--- config.mk ---
export PLATFORM = sky130hd
export DESIGN_NAME = lcd_mode_cmd_rx_flat
export DESIGN_NICKNAME = d
export VERILOG_FILES = /design/src/rtl/lcd_mode_cmd_rx_pkg.sv /design/src/rtl/lcd_mode_cmd_rx_if.sv /design/src/rtl/lcd_mode_cmd_rx_uart_rx_core.sv /design/src/rtl/lcd_mode_cmd_rx.sv /design/src/flat_wrapper.sv
export SDC_FILE = /design/constraint.sdc
export NUM_CORES = 1
export LEC_CHECK = 0
export CAP_MARGIN = 10
export CORE_MARGIN = 2
export CORE_UTILIZATION = 25
export CTS_BUF_LIST = sky130_fd_sc_hd__clkbuf_4 sky130_fd_sc_hd__clkbuf_8
export DETAILED_ROUTE_END_ITERATION = 7
export PLACE_DENSITY_LB_ADDON = 0.12
export SYNTH_ARGS = -nofsm -noshare
export SYNTH_HDL_FRONTEND = slang
export SYNTH_SLANG_ARGS = --single-unit
export TNS_END_PERCENT = 1
--- constraint.sdc ---
create_clock -name clk -period 2.7 [get_ports clk]
set_input_delay 0.54 -clock clk [delete_from_list [all_inputs] [get_ports clk]]
set_output_delay 0.54 -clock clk [all_outputs]
set_load 0.01 [all_outputs]
--- src/rtl/lcd_mode_cmd_rx_pkg.sv ---
// Shared encodings for the LCD mode command receiver: display modes,
// command bytes, FSM state types and the oversample divider helper.
package lcd_cmd_pkg;

    localparam logic [1:0] MODE_NORMAL = 2'b00;
    localparam logic [1:0] MODE_BLINK  = 2'b01;
    localparam logic [1:0] MODE_FLASH  = 2'b10;

    localparam logic [7:0] CMD_MODE = 8'h4D;  // 'M'
    localparam logic [7:0] ARG_0    = 8'h30;  // '0'
    localparam logic [7:0] ARG_1    = 8'h31;  // '1'
    localparam logic [7:0] ARG_2    = 8'h32;  // '2'

    typedef enum logic [1:0] {R_IDLE, R_START, R_DATA, R_STOP} rx_state_e;
    typedef enum logic       {P_IDLE, P_ARG}                   parse_state_e;

    // Clocks per oversample tick, rounded to nearest.
    function automatic int unsigned calc_div(int unsigned clk_hz, int unsigned baud,
                                             int unsigned oversample);
        return (clk_hz + (baud * oversample) / 2) / (baud * oversample);
    endfunction

    function automatic logic is_arg(logic [7:0] b);
        return (b == ARG_0) || (b == ARG_1) || (b == ARG_2);
    endfunction

    // Only the three legal arguments reach here, so 2'b11 cannot be produced.
    function automatic logic [1:0] arg_to_mode(logic [7:0] b);
        case (b)
            ARG_1:   return MODE_BLINK;
            ARG_2:   return MODE_FLASH;
            default: return MODE_NORMAL;
        endcase
    endfunction

endpackage

--- src/rtl/lcd_mode_cmd_rx_if.sv ---
// Serial line in, decoded mode and status pulses out; the receiver uses
// the slave view, the host/serial side uses the master view.
interface lcd_mode_cmd_rx_if;

    logic       rx_in;
    logic [1:0] mode;
    logic       mode_valid;
    logic       byte_valid;
    logic [7:0] byte_data;
    logic       frame_err;
    logic       cmd_err;

    modport master (
        output rx_in,
        input  mode, mode_valid, byte_valid, byte_data, frame_err, cmd_err
    );

    modport slave (
        input  rx_in,
        output mode, mode_valid, byte_valid, byte_data, frame_err, cmd_err
    );

endinterface

--- src/rtl/lcd_mode_cmd_rx_uart_rx_core.sv ---
// 8N1 UART receiver: 2-flop line synchronizer, free-running oversample
// tick divider and a start/data/stop FSM sampling mid-bit.
module uart_rx_core
    import lcd_cmd_pkg::*;
#(
    parameter int unsigned CLK_HZ     = 50000000,
    parameter int unsigned BAUD       = 115200,
    parameter int unsigned OVERSAMPLE = 16
) (
    input  logic       clk,
    input  logic       rst,
    input  logic       rx_i,
    output logic       byte_valid_o,
    output logic [7:0] byte_data_o,
    output logic       frame_err_o
);

    localparam int unsigned DIV   = calc_div(CLK_HZ, BAUD, OVERSAMPLE);
    localparam int          DIV_W = (DIV > 1) ? $clog2(DIV) : 1;
    localparam int          OS_W  = $clog2(OVERSAMPLE);
    localparam logic [DIV_W-1:0] DIV_LAST  = DIV_W'(DIV - 1);
    localparam logic [OS_W-1:0]  MID_TICK  = OS_W'(OVERSAMPLE / 2 - 1);
    localparam logic [OS_W-1:0]  LAST_TICK = OS_W'(OVERSAMPLE - 1);

    logic [1:0]       sync_q;
    logic             rx_s;
    logic [DIV_W-1:0] div_q;
    logic             tick;

    rx_state_e        state_q, state_d;
    logic [OS_W-1:0]  tick_cnt_q, tick_cnt_d;
    logic [2:0]       bit_cnt_q, bit_cnt_d;
    logic [7:0]       shift_q, shift_d;
    logic [7:0]       byte_data_q, byte_data_d;
    logic             byte_valid_q, byte_valid_d;
    logic             frame_err_q, frame_err_d;

    // NOTE: sequential blocks use <= so every register samples pre-edge values.
    always_ff @(posedge clk) begin
        if (rst) begin
            sync_q <= 2'b11;
            div_q  <= '0;
        end else begin
            sync_q <= {sync_q[0], rx_i};
            div_q  <= tick ? '0 : div_q + DIV_W'(1);
        end
    end

    assign rx_s = sync_q[1];
    assign tick = (div_q == DIV_LAST);

    always_ff @(posedge clk) begin
        if (rst) begin
            state_q      <= R_IDLE;
            tick_cnt_q   <= '0;
            bit_cnt_q    <= '0;
            shift_q      <= '0;
            byte_data_q  <= '0;
            byte_valid_q <= 1'b0;
            frame_err_q  <= 1'b0;
        end else begin
            state_q      <= state_d;
            tick_cnt_q   <= tick_cnt_d;
            bit_cnt_q    <= bit_cnt_d;
            shift_q      <= shift_d;
            byte_data_q  <= byte_data_d;
            byte_valid_q <= byte_valid_d;
            frame_err_q  <= frame_err_d;
        end
    end

    // NOTE: every variable gets a default first, so no path infers a latch.
    always_comb begin
        state_d      = state_q;
        tick_cnt_d   = tick_cnt_q;
        bit_cnt_d    = bit_cnt_q;
        shift_d      = shift_q;
        byte_data_d  = byte_data_q;
        byte_valid_d = 1'b0;
        frame_err_d  = 1'b0;

        case (state_q)
            R_IDLE: begin
                if (!rx_s) begin
                    state_d    = R_START;
                    tick_cnt_d = '0;
                end
            end
            R_START: begin
                if (tick) begin
                    if (tick_cnt_q == MID_TICK) begin
                        // A line back high at mid-start is a glitch, not a frame.
                        tick_cnt_d = '0;
                        bit_cnt_d  = '0;
                        state_d    = rx_s ? R_IDLE : R_DATA;
                    end else begin
                        tick_cnt_d = tick_cnt_q + OS_W'(1);
                    end
                end
            end
            R_DATA: begin
                if (tick) begin
                    if (tick_cnt_q == LAST_TICK) begin
                        tick_cnt_d = '0;
                        shift_d    = {rx_s, shift_q[7:1]};
                        if (bit_cnt_q == 3'd7) state_d   = R_STOP;
                        else                   bit_cnt_d = bit_cnt_q + 3'd1;
                    end else begin
                        tick_cnt_d = tick_cnt_q + OS_W'(1);
                    end
                end
            end
            R_STOP: begin
                if (tick) begin
                    if (tick_cnt_q == LAST_TICK) begin
                        tick_cnt_d = '0;
                        state_d    = R_IDLE;
                        if (rx_s) begin
                            byte_data_d  = shift_q;
                            byte_valid_d = 1'b1;
                        end else begin
                            frame_err_d  = 1'b1;
                        end
                    end else begin
                        tick_cnt_d = tick_cnt_q + OS_W'(1);
                    end
                end
            end
            default: state_d = R_IDLE;
        endcase
    end

    assign byte_valid_o = byte_valid_q;
    assign byte_data_o  = byte_data_q;
    assign frame_err_o  = frame_err_q;

endmodule

--- src/rtl/lcd_mode_cmd_rx.sv ---
// Serial 'M'+digit command parser that holds the LCD display mode; the
// UART byte receiver is the uart_rx_core sub-module.
module lcd_mode_cmd_rx
    import lcd_cmd_pkg::*;
#(
    parameter int unsigned CLK_HZ        = 50000000,
    parameter int unsigned BAUD          = 115200,
    parameter int unsigned OVERSAMPLE    = 16,
    parameter int unsigned FRAME_TIMEOUT = 5000000
) (
    input  logic              clk,
    input  logic              rst,
    lcd_mode_cmd_rx_if.slave  bus_if
);

    localparam int             TO_W    = $clog2(FRAME_TIMEOUT);
    localparam logic [TO_W-1:0] TO_LAST = TO_W'(FRAME_TIMEOUT - 1);

    logic       rx_valid;
    logic [7:0] rx_data;
    logic       rx_ferr;

    uart_rx_core #(
        .CLK_HZ     (CLK_HZ),
        .BAUD       (BAUD),
        .OVERSAMPLE (OVERSAMPLE)
    ) u_rx (
        .clk          (clk),
        .rst          (rst),
        .rx_i         (bus_if.rx_in),
        .byte_valid_o (rx_valid),
        .byte_data_o  (rx_data),
        .frame_err_o  (rx_ferr)
    );

    parse_state_e    p_state_q, p_state_d;
    logic [TO_W-1:0] timer_q, timer_d;
    logic [1:0]      mode_q, mode_d;
    logic            mode_valid_q, mode_valid_d;
    logic            cmd_err_q, cmd_err_d;

    always_ff @(posedge clk) begin
        if (rst) begin
            p_state_q    <= P_IDLE;
            timer_q      <= '0;
            mode_q       <= MODE_NORMAL;
            mode_valid_q <= 1'b0;
            cmd_err_q    <= 1'b0;
        end else begin
            p_state_q    <= p_state_d;
            timer_q      <= timer_d;
            mode_q       <= mode_d;
            mode_valid_q <= mode_valid_d;
            cmd_err_q    <= cmd_err_d;
        end
    end

    always_comb begin
        p_state_d    = p_state_q;
        timer_d      = '0;
        mode_d       = mode_q;
        mode_valid_d = 1'b0;
        cmd_err_d    = 1'b0;

        case (p_state_q)
            P_IDLE: begin
                if (rx_valid && (rx_data == CMD_MODE)) p_state_d = P_ARG;
            end
            P_ARG: begin
                // A byte landing on the expiry clock takes priority over the timeout.
                if (rx_valid) begin
                    if (is_arg(rx_data)) begin
                        mode_d       = arg_to_mode(rx_data);
                        mode_valid_d = 1'b1;
                        p_state_d    = P_IDLE;
                    end else if (rx_data != CMD_MODE) begin
                        cmd_err_d    = 1'b1;
                        p_state_d    = P_IDLE;
                    end
                end else if (rx_ferr) begin
                    p_state_d = P_IDLE;
                end else begin
                    timer_d = (timer_q == TO_LAST) ? timer_q : timer_q + TO_W'(1);
                    if (timer_d == TO_LAST) begin
                        cmd_err_d = 1'b1;
                        p_state_d = P_IDLE;
                        timer_d   = '0;
                    end
                end
            end
            default: p_state_d = P_IDLE;
        endcase
    end

    assign bus_if.mode       = mode_q;
    assign bus_if.mode_valid = mode_valid_q;
    assign bus_if.cmd_err    = cmd_err_q;
    assign bus_if.byte_valid = rx_valid;
    assign bus_if.byte_data  = rx_data;
    assign bus_if.frame_err  = rx_ferr;

endmodule
--- src/flat_wrapper.sv ---
// flat-port wrapper written by rule: the top's interface ports become plain ports
module lcd_mode_cmd_rx_flat import lcd_cmd_pkg::*;
#(
    parameter int unsigned CLK_HZ        = 50000000,
    parameter int unsigned BAUD          = 115200,
    parameter int unsigned OVERSAMPLE    = 16,
    parameter int unsigned FRAME_TIMEOUT = 5000000
)
  (clk, rst, bus_if_rx_in, bus_if_mode, bus_if_mode_valid, bus_if_byte_valid, bus_if_byte_data, bus_if_frame_err, bus_if_cmd_err);
  lcd_mode_cmd_rx_if bus_if_i ();
  input  logic clk;
  input  logic rst;
  input wire logic [$bits(bus_if_i.rx_in)-1:0] bus_if_rx_in;
  output wire logic [$bits(bus_if_i.mode)-1:0] bus_if_mode;
  output wire logic [$bits(bus_if_i.mode_valid)-1:0] bus_if_mode_valid;
  output wire logic [$bits(bus_if_i.byte_valid)-1:0] bus_if_byte_valid;
  output wire logic [$bits(bus_if_i.byte_data)-1:0] bus_if_byte_data;
  output wire logic [$bits(bus_if_i.frame_err)-1:0] bus_if_frame_err;
  output wire logic [$bits(bus_if_i.cmd_err)-1:0] bus_if_cmd_err;
  assign bus_if_i.rx_in = bus_if_rx_in;
  assign bus_if_mode = bus_if_i.mode;
  assign bus_if_mode_valid = bus_if_i.mode_valid;
  assign bus_if_byte_valid = bus_if_i.byte_valid;
  assign bus_if_byte_data = bus_if_i.byte_data;
  assign bus_if_frame_err = bus_if_i.frame_err;
  assign bus_if_cmd_err = bus_if_i.cmd_err;
  lcd_mode_cmd_rx #(.CLK_HZ(CLK_HZ), .BAUD(BAUD), .OVERSAMPLE(OVERSAMPLE), .FRAME_TIMEOUT(FRAME_TIMEOUT)) u_core (.clk(clk), .rst(rst), .bus_if(bus_if_i));
endmodule
==> impl_metrics.py <==
metrics = {
    "worst_setup_path": {
        "crit_path_end_kind": "register",
        "cp-endpoint": "u_core.bus_if.cmd_err$_SDFF_PP0_",
        "cpMostUsedCell": "buf_4",
        "worst_path_largest_cell_delay_ns": 0.52,
        "crit_fanout": 8,
        "critPathBufInv": 2,
        "r2r_slack_ns": 0.17,
        "ff2ff_path_depth": 8,
        "critical_path.cell_chain": "nand4_2 > buf_4 > or4_1 > or3_1 > nand4_1 > nor4_4 > buf_4 > a31o_1",
        "crit_path_start": "u_core.timer_q[7]$_SDFF_PP0_",
        "critical_path.slowest_cell": "or4_1",
        "critPathLaunchType": "register",
        "crit_type": "reg -> reg",
        "crit_required_ns": 2.95,
        "cp_num_cells": 8,
        "worstReg2RegEnd": "u_core.bus_if.cmd_err$_SDFF_PP0_",
        "crit_family": "simple AND/OR/NAND/NOR gates",
        "r2r-start": "u_core.timer_q[7]$_SDFF_PP0_",
        "arrival_ns": 2.78,
    },
    "routing": {
        "drc_errors": 0,
        "ant_nets": 0,
        "route.vias.total": 2527,
        "firstDrtPassIters": 4,
        "viasPerCell": 4.697,
        "wl_per_cell_um": 14.14,
        "drtIter0Drc": 91,
        "routed_wl_um": 7605,
    },
    "yosys": {
        "syn_area_um2": 3094,
        "synthTopCellsByCount": "dfxtp_1 (62), nor2_1 (44), mux2i_1 (20)",
        "synth_largest_area_cell": "dfxtp_1",
        "synth_cell_types": 61,
        "yosysSeqAreaShare": 0.4011,
        "synth.area.top_cells": "dfxtp_1 (40%), mux2i_1 (6.5%), nor2_1 (5.3%), xor2_1 (3.4%), xnor2_1 (2.8%)",
        "yosysMostFrequentCell": "dfxtp_1",
        "async_flop_share": 0,
        "yosys_register_bits": 62,
        "synth_top_flop_cell": "dfxtp_1",
        "ys_warn_count": 0,
        "syn_nets": 344,
        "synthCells": 335,
        "synth-edff-count": 0,
        "yosysTopAreaCellShare": 0.4011,
        "avgSynthCellArea_um2": 9.236,
    },
    "grt": {
        "antenna_found_initial": 0,
        "grt_max_degree": 36,
        "first_global_vias": 2411,
        "track_usage": 0.1218,
        "grt_overflow": 0,
        "grt_pass1_wl_um": 12380,
    },
    "sta": {
        "finalSetupTns_ns": 0,
        "drv_slew": 0,
        "whs_ns": 0.4207,
        "fin_worst_skew_ns": 0.01026,
        "fin_crit_ns": 2.531,
        "finalSetupViolCount": 0,
        "rsz0062_at_grt": "false",
        "max_freq_mhz": 395.1,
        "worst_slew_pin_slew_ns": 0.4879,
        "fin_crit_sh": 0.9373,
        "max_slew_margin": 0.6663,
        "hold_violations": 0,
    },
    "clocking": {
        "clock-sinks": 62,
        "cts.root.buffer_cell": "clkbuf_8",
        "cts_tree": "done",
        "clockBufferDepth": 2,
        "htreeDepth": 3,
        "numCtsBuffers": 9,
        "clock_latency_ns": 0.35,
        "clkTransAtPathRegs_ns": 0.08,
        "cts_hold_buf": 0,
    },
    "finish": {
        "area_delta_synth_final_pct": 20.91,
        "antenna_cells": 0,
        "drive_above_1_share": 0.1622,
        "layout.nets": 374,
    },
    "hold_path": {
        "hold_class": "reg -> reg",
    },
    "floorplanning": {
        "dieArea_um2": 13280,
        "rows": 40,
        "die_x_um": 115.3,
        "start_util": 0.2565,
        "core_area_um2": 12060,
        "io_pins": 17,
        "dieHeight_um": 115.3,
    },
    "placement": {
        "place_hpwl_um": 5392,
        "gp_congestion": 0.8438,
        "port_buffers": 16,
    },
    "pwr": {
        "powerDensity_nw_per_um2": 508.3,
        "cellLeakagePower_uw": 0.001248,
        "power_uw": 1902,
        "vdd_drop_max_mv": 0.2237,
    },
    "run": {
        "max_cap_violations": 0,
    },
    "run_status": {
        "outcome": "complete, no violations",
    },
}
## stage by stage
stage                     std cells  instance area (µm²)  utilization  setup slack [ns]
final                           538                 3741       0.3102            0.1693
after global routing            538                 3741       0.3102          0.004984
after CTS                       538                 3740       0.3101            0.1465
after detailed placement        522                 3513       0.2913            0.1898
after global placement          522                 3513       0.2913            0.1891
after floorplan                 335                 3094            -            0.2223
## power breakdown
part	internal, µW	switching [µW]	total [µW]	leakage (µW)
clock network	557	387	944	0.000113
registers	920	7.22	927	0.000501
logic	13.0	17.6	30.5	0.000634
## how the worst min path moves through the flow
stage	start	end	slack (ns)	cells past startpoint
after floorplan	u_core.u_rx.sync_q[0]$_SDFF_PP1_	u_core.u_rx.sync_q[1]$_SDFF_PP1_	0.39	1
after global placement	u_core.u_rx.sync_q[0]$_SDFF_PP1_	u_core.u_rx.sync_q[1]$_SDFF_PP1_	0.41	1
after detailed placement	u_core.u_rx.sync_q[0]$_SDFF_PP1_	u_core.u_rx.sync_q[1]$_SDFF_PP1_	0.40	1
after CTS	u_core.u_rx.sync_q[0]$_SDFF_PP1_	u_core.u_rx.sync_q[1]$_SDFF_PP1_	0.42	1
after global routing	u_core.u_rx.sync_q[0]$_SDFF_PP1_	u_core.u_rx.sync_q[1]$_SDFF_PP1_	0.46	1
final	u_core.u_rx.sync_q[0]$_SDFF_PP1_	u_core.u_rx.sync_q[1]$_SDFF_PP1_	0.42	1
## cell families (layout without fill, tap and decap cells)
group / count (synthesis) / count (layout) / synth area share
AOI/OAI and AO/OA: 49 / 49 / 0.1177
xor gates and xnor gates: 22 / 22 / 0.06227
adders and majority gates: 6 / 6 / 0.02426
buffers and inverters: 24 / 59 / 0.04529
DFF: 62 / 62 / 0.4011
muxes: 20 / 20 / 0.06470
and+or+nand+nor: 152 / 152 / 0.2847
## layer usage
metal	up-vias	global-route usage	part of all wire
li1	1275	-	-
met1	1197	0.1601	0.49
met2	37	0.1827	0.45
met3	18	0.02952	0.028
met4	0	0.06827	0.028
met5	-	0	0
## state kept, by name (all words and copies together) (netlist names), 2 cells and up, named ones only
signal,count
u_core.timer_q,23
u_core.u_rx.tick_cnt_q,4
u_core.u_rx.sync_q,2
u_core.u_rx.byte_data_o,8
u_core.u_rx.shift_q,8
u_core.u_rx.bit_cnt_q,3
u_core.bus_if.mode,2
u_core.u_rx.div_q,5
## area by class of cell
class / instances / area [µm²]
flip-flops and latches: 62 / 1242
well taps: 168 / 210.2
inverters: 7 / 26.28
clock buffers: 11 / 145.1
clock inverters: 5 / 81.33
multi-input cells: 249 / 1713
fillers: 1279 / 8320
repair buffers: 36 / 322.8
## timing repair
| item | 4_1_cts | 5_1_grt |
|---|---|---|
| setup buffers | 0 | 0 |
| endpoints found under the setup margin | 0 | 1 |
| gates resized for setup | 0 | 1 |
| hold endpoints to repair | 0 | 0 |
## cell usage in the layout, fill, tap and decap left out, drive strengths merged, types with 3 or more instances in the layout
cell type,Yosys,layout
nor4,7,7
mux2i,20,20
or3,3,3
nor2,44,44
inv,7,8
nor4b,3,3
and4bb,3,3
nor3,12,12
ha,6,6
clkbuf,9,11
and3,6,6
or4,5,5
xor2,12,12
nand3,16,16
or2,3,3
dfxtp,62,62
nor2b,7,7
clkdlybuf4s50,0,16
nand2,15,15
nor3b,4,4
a211oi,7,7
xnor2,10,10
buf,8,20
a21oi,19,19
o21ai,8,8
nand4,11,11
Power figures use the tool's default switching activity.
